==> src/rtl/ysyx_22040127_fetch.sv <==
// Instruction-fetch stage: holds the fetch PC, keeps one request in flight to
// instruction memory, buffers one instruction for decode and redirects on
// taken branches (from decode) or flushes (exception/mret).
module ysyx_22040127_fetch #(
  parameter logic [31:0] RESET_PC = 32'h8000_0000
) (
  input  logic        clk,
  input  logic        rst,
  input  logic        id_allowin,
  output logic        if_to_id_valid,
  output logic [63:0] if_to_id_bus,
  output logic        if_timer_int,
  input  logic        timer_int,
  input  logic        id_branch_taken,
  input  logic [31:0] id_branch_result,
  input  logic        flush,
  input  logic [31:0] flush_pc,
  output logic        imem_req_valid,
  input  logic        imem_req_ready,
  output logic [31:0] imem_addr,
  input  logic        imem_resp_valid,
  input  logic [31:0] imem_resp_data,
  output logic        preif_allowin
);

  typedef enum logic {S_REQ, S_WAIT} state_t;

  state_t      r_state, w_state_nxt;
  logic [31:0] r_fetch_pc, r_req_pc;
  logic        r_drop;
  logic        r_buf_valid, r_buf_int;
  logic [31:0] r_buf_inst, r_buf_pc;

  logic        w_in_wait, w_hs, w_resp, w_load;
  logic        w_redir_br, w_redir;
  logic [31:0] w_target;

  // Flush wins over a branch; a branch only counts when decode actually takes the bus.
  assign w_redir_br = id_branch_taken & id_allowin;
  assign w_redir    = flush | w_redir_br;
  assign w_target   = (flush ? flush_pc : id_branch_result) & 32'hFFFF_FFFC;

  assign w_in_wait  = (r_state == S_WAIT);
  // Only request when the response is guaranteed a buffer slot.
  assign imem_req_valid = !rst & !w_in_wait & (!r_buf_valid | id_allowin);
  assign imem_addr      = r_fetch_pc;
  assign w_hs           = imem_req_valid & imem_req_ready;
  assign preif_allowin  = w_hs;

  assign w_resp = w_in_wait & imem_resp_valid;
  // A response is kept only if no redirect has made it stale.
  assign w_load = w_resp & !r_drop & !w_redir;

  assign if_to_id_valid = r_buf_valid;
  assign if_to_id_bus   = {r_buf_inst, r_buf_pc};
  assign if_timer_int   = r_buf_int;

  // Next-state: leave REQ on handshake, leave WAIT on any response.
  always_comb begin
    w_state_nxt = r_state;
    case (r_state)
      S_REQ:   if (w_hs) w_state_nxt = S_WAIT;
      S_WAIT:  if (imem_resp_valid) w_state_nxt = S_REQ;
      default: w_state_nxt = S_REQ;
    endcase
  end

  // State register.
  always_ff @(posedge clk) begin
    if (rst) r_state <= S_REQ;
    else     r_state <= w_state_nxt;
  end

  // Fetch PC advances on handshake; a redirect overrides the increment.
  always_ff @(posedge clk) begin
    if (rst)          r_fetch_pc <= RESET_PC;
    else if (w_redir) r_fetch_pc <= w_target;
    else if (w_hs)    r_fetch_pc <= r_fetch_pc + 32'd4;
  end

  // Remember the address of the request in flight.
  always_ff @(posedge clk) begin
    if (rst)       r_req_pc <= 32'h0;
    else if (w_hs) r_req_pc <= r_fetch_pc;
  end

  // Drop marks the in-flight response as stale after a redirect. If the
  // response lands in the redirect cycle it is discarded directly, so drop
  // must not be set then or the next good response would be lost.
  always_ff @(posedge clk) begin
    if (rst)
      r_drop <= 1'b0;
    else if (w_redir && ((w_in_wait && !imem_resp_valid) || w_hs))
      r_drop <= 1'b1;
    else if (w_resp)
      r_drop <= 1'b0;
  end

  // Output buffer valid: redirect clears, response fills, decode drains.
  always_ff @(posedge clk) begin
    if (rst)             r_buf_valid <= 1'b0;
    else if (w_redir)    r_buf_valid <= 1'b0;
    else if (w_load)     r_buf_valid <= 1'b1;
    else if (id_allowin) r_buf_valid <= 1'b0;
  end

  // Output buffer payload, loaded only by a kept response.
  always_ff @(posedge clk) begin
    if (rst) begin
      r_buf_inst <= 32'h0;
      r_buf_pc   <= 32'h0;
      r_buf_int  <= 1'b0;
    end else if (w_load) begin
      r_buf_inst <= imem_resp_data;
      r_buf_pc   <= r_req_pc;
      r_buf_int  <= timer_int;
    end
  end

endmodule

==> config.mk <==
export PLATFORM = sky130hd
export DESIGN_NAME = ysyx_22040127_fetch
export DESIGN_NICKNAME = d
export VERILOG_FILES = /design/src/rtl/ysyx_22040127_fetch.sv
export SDC_FILE = /design/constraint.sdc
export NUM_CORES = 1
export LEC_CHECK = 0
export ABC_AREA = 1
export ABC_CLOCK_PERIOD_IN_PS = 1500
export CAP_MARGIN = 25
export CORE_MARGIN = 3
export CORE_UTILIZATION = 30
export CTS_CLUSTER_SIZE = 24
export DETAILED_ROUTE_END_ITERATION = 10
export GPL_ROUTABILITY_DRIVEN = 1
export PLACE_DENSITY = 0.65
export SLEW_MARGIN = 20
export SYNTH_ARGS = -nofsm -noshare
export SYNTH_HDL_FRONTEND = slang
export SYNTH_SLANG_ARGS = --single-unit
==> constraint.sdc <==
create_clock -name clk -period 1.5 [get_ports clk]
set_input_delay 0.15 -clock clk [delete_from_list [all_inputs] [get_ports clk]]
set_output_delay 0.15 -clock clk [all_outputs]
set_load 0.01 [all_outputs]
==> results.json <==
{
  "yosys_most_used_dff": "sky130_fd_sc_hd__dfxtp_1",
  "yosys-top-cells-area": "sky130_fd_sc_hd__dfxtp_1, sky130_fd_sc_hd__nand2_1, sky130_fd_sc_hd__nor2_1, sky130_fd_sc_hd__o21ai_0, sky130_fd_sc_hd__a21oi_1",
  "io_pins": 204,
  "dr_total_vias": 6321,
  "cp.buffers_inverters": 1,
  "report.final.slew_viol_count": 0,
  "start_util": 0.3097,
  "pin_count_of_the_biggest_net_entering_global_routing": 82,
  "cts-buffers-inserted": 17,
  "tritoncts": "built",
  "drt_pre_antenna_iters": 5,
  "pwr_density_cell_nw_per_um2": 988.3,
  "path_class": "reg -> out",
  "worstPathCellList": "clkdlybuf4s50_1",
  "first_global_vias": 6042,
  "critical-path-max-stage-delay_ns": 0.56,
  "min_period_over_period": 0.9771,
  "clock_tree.htree_level_count": 4,
  "die_height_um": 145.9,
  "crit_path_max_fanout": 2,
  "max-vdd-ir-drop_mv": 0.6194,
  "clock-root-buffer": "sky130_fd_sc_hd__clkbuf_16",
  "fill_cells": 1920,
  "worst_path_dominant_cell_family": "buffers and inverters",
  "fp-row-count": 50,
  "max_cap_violations": 0,
  "end_kind": "output port",
  "multiInputGateArea_um2": 2919,
  "clock_skew_ns": 0.006130,
  "clkSinkCount": 126,
  "crit_path_top_delay_cell": "sky130_fd_sc_hd__clkdlybuf4s50_1",
  "quantity_of_i_o_buffers_inserted_on_ports": 195,
  "layout_min_cycle_time_ns": 1.466,
  "holdCritPathClass": "in -> reg",
  "report.final.setup_viol": 0,
  "clk_path_buf_depth": 2,
  "area_growth_syn_to_layout_pct": 56.42,
  "syn-mean-instance-area_um2": 6.899,
  "cts_hold_repair.buffers": 0,
  "worst_setup_hold_path_clk_slew_ns": 0.06,
  "maxClockFrequency_mhz": 682.3,
  "post_detailed_placement_half_perimeter_wirelength_um": 15000,
  "worst-endpoint-arrival_ns": 1.32,
  "dpl_worst_slack_ns": -0.3470,
  "async_flop_share": 0,
  "hold_viol": 0,
  "setup_slack_ns": 0.03433,
  "die_area_um2": 21280,
  "synth_most_common_cell": "sky130_fd_sc_hd__nand2_1",
  "type_of_origin_of_the_critical_path": "flop",
  "ys_ff_latch": 126,
  "netlist.top_cell.by_area": "sky130_fd_sc_hd__dfxtp_1",
  "gpl.final_weighted_congestion": 0.9166,
  "final_nets": 1187,
  "netlist-cell-type-count": 39,
  "worst-endpoint-required_ns": 1.35,
  "drt_drc_violations_left": 0,
  "chipWidth_um": 145.9,
  "fraction_of_final_layout_cells_sized_beyond_drive_strength_1": 0.1507,
  "grt-ovfl-total": 0,
  "fp.coreArea_um2": 18960,
  "whs_ns": 0.2851,
  "ant_nets": 0,
  "drt_iter0_markers": 401,
  "insertedDiodeCount": 0,
  "routed_wire_length_per_instance_um": 14.69,
  "netlist_top_cells_count": "sky130_fd_sc_hd__nand2_1, sky130_fd_sc_hd__nor2_1, sky130_fd_sc_hd__dfxtp_1, sky130_fd_sc_hd__o21ai_0, sky130_fd_sc_hd__inv_1",
  "grt.total_usage": 0.1844,
  "totalWireLength_um": 19900,
  "synth-warning-count": 0,
  "rsz0062_at_grt": "true",
  "avgViaCountPerCell": 4.665,
  "outcome": "finished clean",
  "seq_total_area_yosys": 0.4297,
  "wire_length_of_the_first_global_routing_pass_um": 31610,
  "static_leakage_nw": 4.118,
  "synth_top_area_frac": 0.4297,
  "antenna_violations_before_repair": 0,
  "insertion_delay_ns": 0.42,
  "synth-edff-count": 0,
  "syn_area_um2": 5871,
  "netlist_instances": 851,
  "ff_latch_area_um2": 2569
}
[what timing repair did]
action | CTS | global route
endpoints found under the setup margin | 35 | 28
resized for setup | 63 | 38
setup buffers | 0 | 1
pin swaps | 0 | 2
[report_power, final]
part	internal (mW)	switching, mW
registers	3.51	0.154
logic	0.686	0.638
clock network	2.46	1.62
total	6.66	2.42
[cells in the final DEF (no fill, tap or decap), drive strengths merged, types with 2 or more instances in the layout]
master / instances
buf: 68
xor2: 9
clkinvlp: 3
dlymetal6s2s: 10
o211ai: 2
a21oi: 45
dlygate4sd2: 32
xnor2: 4
clkbuf: 18
dfxtp: 126
o31ai: 6
nand3: 30
bufinv: 2
clkinv: 8
clkdlybuf4s50: 150
conb: 4
nand2: 187
nand3b: 6
inv: 63
nor2: 184
a31oi: 20
o21bai: 4
nand4: 6
nor3: 6
o21ai: 98
a211oi: 2
[metrics by stage]
step           TNS (ns)  power (mW)    util  area [um^2]  cells
2_1_floorplan         0       4.262       -         5882    854
3_3_place_gp     -26.27       5.091  0.4489         8509   1322
3_5_place_dp     -30.01       5.100  0.4489         8509   1322
4_1_cts               0       9.173  0.4801         9101   1354
5_1_grt        -0.03188       9.465  0.4844         9183   1355
6_report              0       9.075  0.4844         9183   1355
[flip-flops by register name (all words and copies together) (netlist names)]
| register | cells |
|---|---|
| r_buf_pc | 30 |
| r_drop | 1 |
| r_req_pc | 30 |
| r_state | 1 |
| r_buf_inst | 32 |
| imem_addr | 30 |
| if_timer_int | 1 |
| if_to_id_valid | 1 |
[final timing paths]
kind,from,endpoint,slack (ns),cells past startpoint
worst max-delay path,r_buf_pc[31]$_SDFFE_PP0P_,if_to_id_bus[31],0.03,1
worst min-delay path,id_allowin,if_to_id_valid$_SDFFE_PP0P_,0.29,5
worst max register to register,imem_addr[2]$_SDFFE_PP0P_,imem_addr[22]$_SDFFE_PP0P_,0.10,8
worst min register to register,r_req_pc[31]$_SDFFE_PP0P_,r_buf_pc[31]$_SDFFE_PP0P_,0.45,2
[per-layer routing]
metal  part of all wire  vias to the layer above  track usage  wire [um]
li1                   -                     3201            -          -
met1               0.46                     2889       0.2404       9220
met2               0.47                      203       0.3082       9330
met3              0.052                       28      0.04267       1042
met4              0.016                        0      0.04748        309
met5                  0                        -            0          0
[tightest hold or removal path: cells and delay by family]
family / cells / cell delay (ns)
AOI/OAI and AO/OA: 1 / 0.05
buffers and inverters: 3 / 0.35
and+or+nand+nor: 1 / 0.10
[layout make-up]
type	instances	area share
clock buffer	17	0.04633
multi-input combinational	615	0.3179
sequential	126	0.2797
tap	260	0.03543
inverter	61	0.02521
clock inverter	15	0.01771
timing repair buffer	261	0.2777
[kinds of logic (layout without fill, tap and decap cells)]
group | after synthesis | after routing | synth area share
buffers and inverters | 113 | 354 | 0.08418
XOR/XNOR | 13 | 13 | 0.01939
other | 1 | 4 | 0.0006388
AO/OA/AOI/OAI | 178 | 178 | 0.1633
AND/OR/NAND/NOR | 419 | 419 | 0.3007
flip-flops | 126 | 126 | 0.4297
adder cells (fa/ha/maj) | 1 | 1 | 0.002131
Note: power is estimated with default switching activity, not from simulation.
